## config.mk

```make
export PLATFORM = sky130hd
export DESIGN_NAME = instr_fetch_flat
export DESIGN_NICKNAME = d
export VERILOG_FILES = /design/src/rtl/fetch_pkg.sv /design/src/rtl/instr_fetch_if.sv /design/src/rtl/fetch_timer.sv /design/src/rtl/instr_fetch.sv /design/src/flat_wrapper.sv
export SDC_FILE = /design/constraint.sdc
export NUM_CORES = 1
export LEC_CHECK = 0
export ABC_AREA = 1
export CAP_MARGIN = 10
export CELL_PAD_IN_SITES_DETAIL_PLACEMENT = 1
export CELL_PAD_IN_SITES_GLOBAL_PLACEMENT = 1
export CORE_ASPECT_RATIO = 0.9
export CORE_MARGIN = 2
export CORE_UTILIZATION = 32
export DETAILED_ROUTE_END_ITERATION = 10
export GPL_TIMING_DRIVEN = 0
export MAX_ROUTING_LAYER = met4
export PLACE_DENSITY = 0.83
export SLEW_MARGIN = 20
export SYNTH_ARGS = -nofsm -noshare
export SYNTH_HDL_FRONTEND = slang
export SYNTH_SLANG_ARGS = --single-unit
```

## constraint.sdc

```tcl
create_clock -name clk_i -period 2.1 [get_ports clk_i]
set_clock_uncertainty 0.2 [all_clocks]
set_input_delay 0.315 -clock clk_i [delete_from_list [all_inputs] [get_ports clk_i]]
set_output_delay 0.315 -clock clk_i [all_outputs]
set_load 0.1 [all_outputs]
```

## src/rtl/fetch_pkg.sv

```systemverilog
// Shared definitions for the instruction-fetch unit: FSM states and
// default timing/reset parameters used by the top level and the timer.
package fetch_pkg;

    // Default number of REQ cycles tolerated without mem_ack.
    localparam int unsigned FETCH_MAX_WAIT = 15;

    // Default program-counter reset address; mem_addr resets to this.
    localparam logic [31:0] FETCH_RESET_VEC = 32'd107;

    typedef enum logic [1:0] {
        ST_IDLE = 2'd0,
        ST_REQ  = 2'd1,
        ST_HOLD = 2'd2
    } fetch_state_e;

endpackage

```

## src/rtl/instr_fetch_if.sv

```systemverilog
// Bundle of fetch-unit signals: PC handshake, instruction-memory bus,
// decode handshake and status. Suffixes are from the fetch unit's view.
interface instr_fetch_if;

    // Program counter side
    logic        en_i;
    logic [31:0] pc_addr_i;
    logic        pc_write_o;

    // Instruction memory side
    logic        mem_req_o;
    logic [31:0] mem_addr_o;
    logic        mem_ack_i;
    logic [31:0] mem_rdata_i;

    // Decode side
    logic [31:0] instr_o;
    logic        instr_valid_o;
    logic        instr_ready_i;
    logic        flush_i;

    // Status
    logic        fetch_err_o;

    // The fetch unit itself.
    modport master (
        input  en_i, pc_addr_i, mem_ack_i, mem_rdata_i, instr_ready_i, flush_i,
        output pc_write_o, mem_req_o, mem_addr_o, instr_o, instr_valid_o,
        fetch_err_o
    );

    // The surrounding core / memory model.
    modport slave (
        output en_i, pc_addr_i, mem_ack_i, mem_rdata_i, instr_ready_i, flush_i,
        input  pc_write_o, mem_req_o, mem_addr_o, instr_o, instr_valid_o,
        fetch_err_o
    );

endinterface

```

## src/rtl/fetch_timer.sv

```systemverilog
// Saturating wait counter for outstanding memory requests. expired_o is
// high when the count has reached MAX_WAIT, or will reach it on this edge,
// so the request is dropped after exactly MAX_WAIT unacknowledged cycles.
module fetch_timer
    import fetch_pkg::*;
#(
    parameter int unsigned MAX_WAIT = FETCH_MAX_WAIT
) (
    input  logic clk_i,
    input  logic rst_ni,
    input  logic clear_i,
    input  logic count_en_i,
    output logic expired_o
);

    localparam int unsigned CW = $clog2(MAX_WAIT + 1);
    localparam logic [CW-1:0] CNT_MAX  = CW'(MAX_WAIT);
    localparam logic [CW-1:0] CNT_LAST = CW'(MAX_WAIT - 1);

    logic [CW-1:0] count_q;
    logic [CW-1:0] count_d;

    // Next count: clear wins, otherwise increment and saturate at MAX_WAIT.
    always_comb begin
        // NOTE: count_d takes a default first so this block can never infer a latch.
        count_d = count_q;
        if (clear_i) begin
            count_d = '0;
        end else if (count_en_i && (count_q != CNT_MAX)) begin
            count_d = count_q + 1'b1;
        end
    end

    // Counter register.
    always_ff @(posedge clk_i or negedge rst_ni) begin
        if (!rst_ni) begin
            count_q <= '0;
        end else begin
            count_q <= count_d;
        end
    end

    assign expired_o = (count_q == CNT_MAX) || (count_en_i && (count_q == CNT_LAST));

endmodule

```

## src/rtl/instr_fetch.sv

```systemverilog
// Instruction fetch unit: IDLE -> REQ -> HOLD. Reads one instruction from
// memory at the PC, presents it to decode, pulses pc_write once, and
// handles branch flushes and memory timeouts. All outputs are registered.
module instr_fetch
    import fetch_pkg::*;
#(
    parameter int unsigned MAX_WAIT  = FETCH_MAX_WAIT,
    parameter logic [31:0] RESET_VEC = FETCH_RESET_VEC
) (
    input  logic          clk_i,
    input  logic          rst_ni,
    instr_fetch_if.master bus
);

    fetch_state_e state_q;
    logic         mem_req_q;
    logic [31:0]  mem_addr_q;
    logic [31:0]  instr_q;
    logic         instr_valid_q;
    logic         pc_write_q;
    logic         fetch_err_q;
    logic         discard_q;

    logic start_fetch;
    logic timer_clear;
    logic timer_count_en;
    logic timer_expired;

    // A fetch may start only when enabled, not flushed and not in error.
    assign start_fetch    = bus.en_i && !bus.flush_i && !fetch_err_q;
    assign timer_clear    = (state_q == ST_IDLE) && start_fetch;
    assign timer_count_en = (state_q == ST_REQ) && !bus.mem_ack_i;

    fetch_timer #(
        .MAX_WAIT (MAX_WAIT)
    ) u_timer (
        .clk_i      (clk_i),
        .rst_ni     (rst_ni),
        .clear_i    (timer_clear),
        .count_en_i (timer_count_en),
        .expired_o  (timer_expired)
    );

    // Fetch FSM with all outputs registered alongside the state.
    always_ff @(posedge clk_i or negedge rst_ni) begin
        if (!rst_ni) begin
            // NOTE: instr is reset too because zero is its defined value out of reset.
            state_q       <= ST_IDLE;
            mem_req_q     <= 1'b0;
            mem_addr_q    <= RESET_VEC;
            instr_q       <= '0;
            instr_valid_q <= 1'b0;
            pc_write_q    <= 1'b0;
            fetch_err_q   <= 1'b0;
            discard_q     <= 1'b0;
        end else begin
            // NOTE: non-blocking assignments throughout, so every branch sees pre-edge values.
            pc_write_q <= 1'b0;
            unique case (state_q)
                ST_IDLE: begin
                    if (start_fetch) begin
                        mem_addr_q <= bus.pc_addr_i;
                        mem_req_q  <= 1'b1;
                        discard_q  <= 1'b0;
                        state_q    <= ST_REQ;
                    end
                end

                ST_REQ: begin
                    if (bus.mem_ack_i) begin
                        mem_req_q <= 1'b0;
                        discard_q <= 1'b0;
                        if (bus.flush_i || discard_q) begin
                            // Branch taken while the read was in flight: drop it.
                            state_q <= ST_IDLE;
                        end else begin
                            instr_q       <= bus.mem_rdata_i;
                            instr_valid_q <= 1'b1;
                            pc_write_q    <= 1'b1;
                            state_q       <= ST_HOLD;
                        end
                    end else if (timer_expired) begin
                        mem_req_q   <= 1'b0;
                        fetch_err_q <= 1'b1;
                        discard_q   <= 1'b0;
                        state_q     <= ST_IDLE;
                    end else if (bus.flush_i) begin
                        // Keep the bus request stable; remember to drop its data.
                        discard_q <= 1'b1;
                    end
                end

                ST_HOLD: begin
                    // A flush and an accept both retire the held word; with
                    // flush the word simply counts as not consumed.
                    if (bus.flush_i || bus.instr_ready_i) begin
                        instr_valid_q <= 1'b0;
                        state_q       <= ST_IDLE;
                    end
                end

                default: begin
                    mem_req_q     <= 1'b0;
                    instr_valid_q <= 1'b0;
                    state_q       <= ST_IDLE;
                end
            endcase
        end
    end

    assign bus.mem_req_o     = mem_req_q;
    assign bus.mem_addr_o    = mem_addr_q;
    assign bus.instr_o       = instr_q;
    assign bus.instr_valid_o = instr_valid_q;
    assign bus.pc_write_o    = pc_write_q;
    assign bus.fetch_err_o   = fetch_err_q;

endmodule

```

## src/flat_wrapper.sv

```systemverilog
// flat-port wrapper written by rule: the top's interface ports become plain ports
module instr_fetch_flat import fetch_pkg::*;
#(
    parameter int unsigned MAX_WAIT  = FETCH_MAX_WAIT,
    parameter logic [31:0] RESET_VEC = FETCH_RESET_VEC
)
  (clk_i, rst_ni, bus_en_i, bus_pc_addr_i, bus_mem_ack_i, bus_mem_rdata_i, bus_instr_ready_i, bus_flush_i, bus_pc_write_o, bus_mem_req_o, bus_mem_addr_o, bus_instr_o, bus_instr_valid_o, bus_fetch_err_o);
  instr_fetch_if bus_i ();
  input  logic clk_i;
  input  logic rst_ni;
  input wire logic [$bits(bus_i.en_i)-1:0] bus_en_i;
  input wire logic [$bits(bus_i.pc_addr_i)-1:0] bus_pc_addr_i;
  input wire logic [$bits(bus_i.mem_ack_i)-1:0] bus_mem_ack_i;
  input wire logic [$bits(bus_i.mem_rdata_i)-1:0] bus_mem_rdata_i;
  input wire logic [$bits(bus_i.instr_ready_i)-1:0] bus_instr_ready_i;
  input wire logic [$bits(bus_i.flush_i)-1:0] bus_flush_i;
  output wire logic [$bits(bus_i.pc_write_o)-1:0] bus_pc_write_o;
  output wire logic [$bits(bus_i.mem_req_o)-1:0] bus_mem_req_o;
  output wire logic [$bits(bus_i.mem_addr_o)-1:0] bus_mem_addr_o;
  output wire logic [$bits(bus_i.instr_o)-1:0] bus_instr_o;
  output wire logic [$bits(bus_i.instr_valid_o)-1:0] bus_instr_valid_o;
  output wire logic [$bits(bus_i.fetch_err_o)-1:0] bus_fetch_err_o;
  assign bus_i.en_i = bus_en_i;
  assign bus_i.pc_addr_i = bus_pc_addr_i;
  assign bus_i.mem_ack_i = bus_mem_ack_i;
  assign bus_i.mem_rdata_i = bus_mem_rdata_i;
  assign bus_i.instr_ready_i = bus_instr_ready_i;
  assign bus_i.flush_i = bus_flush_i;
  assign bus_pc_write_o = bus_i.pc_write_o;
  assign bus_mem_req_o = bus_i.mem_req_o;
  assign bus_mem_addr_o = bus_i.mem_addr_o;
  assign bus_instr_o = bus_i.instr_o;
  assign bus_instr_valid_o = bus_i.instr_valid_o;
  assign bus_fetch_err_o = bus_i.fetch_err_o;
  instr_fetch #(.MAX_WAIT(MAX_WAIT), .RESET_VEC(RESET_VEC)) u_core (.clk_i(clk_i), .rst_ni(rst_ni), .bus(bus_i));
endmodule
```

==> flow_summary.ini <==
[synthesis]
syn_nets = 409
yosys_most_used_dff = dfrtp_1
yosysMostFrequentCell = nand2_1
ys_top_cells_by_count = nand2_1, dfrtp_1, inv_1, o21ai_1, nand3_1
yosysTopAreaCell = dfrtp_1
synth_edf_count = 0
synth_warnings = 0
synth.distinct_cells = 23
synth.top_cell.area_share_pct = 56.82
syn-instance-count = 337
synth-seq-area-share_pct = 61.08
synth-async-reset-ratio_pct = 100.0
synth_area_leaders = dfrtp_1, nand2_1, inv_1
postSynthAreaPerCell_um2 = 9.148
netlist_area_mm2 = 0.003083
synth_seq_cells = 75

[drt]
wl_met2_um = 4510
postRouteAntennaNets = 0
vias = 2691
wl_met1_um = 3669
via_per_inst = 4.383
drcViolationCount = 0
wl_per_cell_um = 14.05
wl_met3_um = 327
firstDrtPassIters = 4
top_layer = met4
routed_wirelength_um = 8628
drtIter0Drc = 62

[timing]
finalCritPeriodShare_pct = 97.41
max_freq_mhz = 488.8
setup_slack_ns = 0.05436
setup_viol = 0
fin_setup_tns_ns = 0
worstMarginPinSlew_ns = 0.9731
hold_ws_ns = 0.2760
drv_slew = 0
grt_setup_unrepaired = false
fin_crit_ns = 2.046
slew_headroom_pct = 35.38
hold_viol = 0

[global_routing]
antenna_found_initial = 0
grt_pass1_vias = 3011
track_usage_pct = 18.23
grt_pass1_wl_um = 14690
grt_max_degree = 39
grt.overflow.total = 0

[final_layout]
num_antenna_cells = 0
stdcell_count = 614
fillCellCount = 1118
drive_gt1_share_pct = 18.90
fin_nets = 559
area_delta_synth_final_pct = 50.41

[critical_path]
crit_fanout = 2
crit_family = buffers and inverters
start_kind = register
path_cells = clkdlybuf4s15_1
slowest_stage = clkdlybuf4s15_1
timing_worst_setup_path_type = register to output pin
required_ns = 1.58
cp-end-kind = output pin
cpPeakStageDelay_ns = 0.84
arrival_ns = 1.53
cp.buffers_inverters = 1

[place]
place_hpwl_um = 6565
dp.cells = 597
globalplace.congestion = 0.7646
port_buffers = 137
pre_cts_slack_ns = -0.06845

[clocking]
clk_latency_ns = 0.34
cts-root-buf = clkbuf_8
clkSlewWorstSetupHoldPaths_ns = 0.08
cts_tree = built
htreeDepth = 3
cts_made_buffers = 9
clock-sinks = 75
cts_buffer_depth = 2

[die]
core_area_mm2 = 0.009249
rows = 33
die_w_um = 107.5
dieArea_mm2 = 0.01044
boundaryPins = 138
start_util_pct = 33.33
chipHeight_um = 97.12

[power]
p_per_area_mw_per_mm2 = 588.8
leakage_uw = 0.002466
vdd_drop_max_uv = 286.1

[run_status]
status = finished clean

[worst_hold_path]
min_path_type = register to register

[flow_run]
cap_violations = 0
report_power, final:
part	internal (uW)	switching (uW)	total (uW)
Sequential	1440	0	1440
Combinational	120	59.7	180
Clock	557	550	1110
Total	2120	610	2730
flip-flops by register name, indices dropped and copies added, names as in the netlist:
register                  count
u_core.bus.fetch_err_o        1
u_core.bus.pc_write_o         1
u_core.discard_q              1
u_core.bus.mem_addr_o        32
u_core.bus.mem_req_o          1
u_core.u_timer.count_q        4
u_core.bus.instr_valid_o      1
u_core.state_q                2
u_core.bus.instr_o           32
layout make-up:
cell class	instances	area, um2	share of cell area [%]
Clock inverter	5	62.56	1.349
Buffer	14	131.4	2.833
Multi-Input combinational cell	208	915.9	19.75
Clock buffer	11	131.4	2.833
Inverter	40	152.6	3.292
Sequential cell	75	1883	40.61
Timing Repair Buffer	139	1207	26.04
Tap cell	122	152.6	3.292
worst min-delay path, stage by stage, from the launching register on:
cell	delay, ns
dfstp_2	0.38
nand2_1	0.05
o21ai_1	0.05
kinds of logic (layout without fill, tap and decap cells):
group	count (synthesis)	in the layout	share of synthesized area [%]
buffers and inverters	54	209	9.212
and+or+nand+nor	168	168	21.75
AOI/OAI and AO/OA	36	36	6.575
adders and majority gates	2	2	0.8116
xor gates and xnor gates	2	2	0.5683
DFF	75	75	61.08
cells in the final DEF, fill, tap and decap left out, types with 3 or more instances in the layout:
master           instances
nand2_1                145
clkbuf_2                40
nand3_1                 13
o21ai_2                  5
dfrtp_1                 70
buf_4                    3
inv_1                   38
buf_6                    6
nor2_1                   5
dfstp_2                  5
o21ai_1                 28
clkbuf_8                 9
clkdlybuf4s15_2          7
clkdlybuf4s50_1         68
buf_2                    3
clkbuf_1                 3
clkdlybuf4s15_1         21
metrics by stage:
step           instance area [um2]  power (uW)  util [%]
6_report                      4637        2730     50.14
5_1_grt                       4637        2855     50.14
4_1_cts                       4793        2781     51.83
3_5_place_dp                  4624        1654     50.00
3_3_place_gp                  4607        1647     49.81
2_1_floorplan                 3083        1487         -
what timing repair did:
action                     4_1_cts  5_1_grt
gates resized for setup        108       75
setup buffers                    0        0
setup endpoints to repair       68       60
hold buffers                     1        0
hold endpoints to repair        32        0
worst paths after layout:
kind	from	endpoint	slack [ns]	cells after the start
min reg2reg	u_core.bus.mem_addr_o[6]	u_core.bus.mem_addr_o[6]	0.28	2
max	u_core.bus.mem_addr_o[23]	bus_mem_addr_o[23]	0.05	1
min in group asynchronous	rst_ni	u_core.bus.instr_o[12]	0.29	2
max reg2reg	u_core.u_timer.count_q[1]	u_core.u_timer.count_q[3]	0.56	6
max in group asynchronous	rst_ni	u_core.u_timer.count_q[1]	0.83	3
min	u_core.bus.mem_addr_o[6]	u_core.bus.mem_addr_o[6]	0.28	2
layer usage:
metal,vias up,GRT usage [%]
li1,1324,-
met1,1297,21.27
met2,61,31.79
met3,9,4.494
met4,0,4.043
met5,-,-
(Power assumes the default switching activity.)
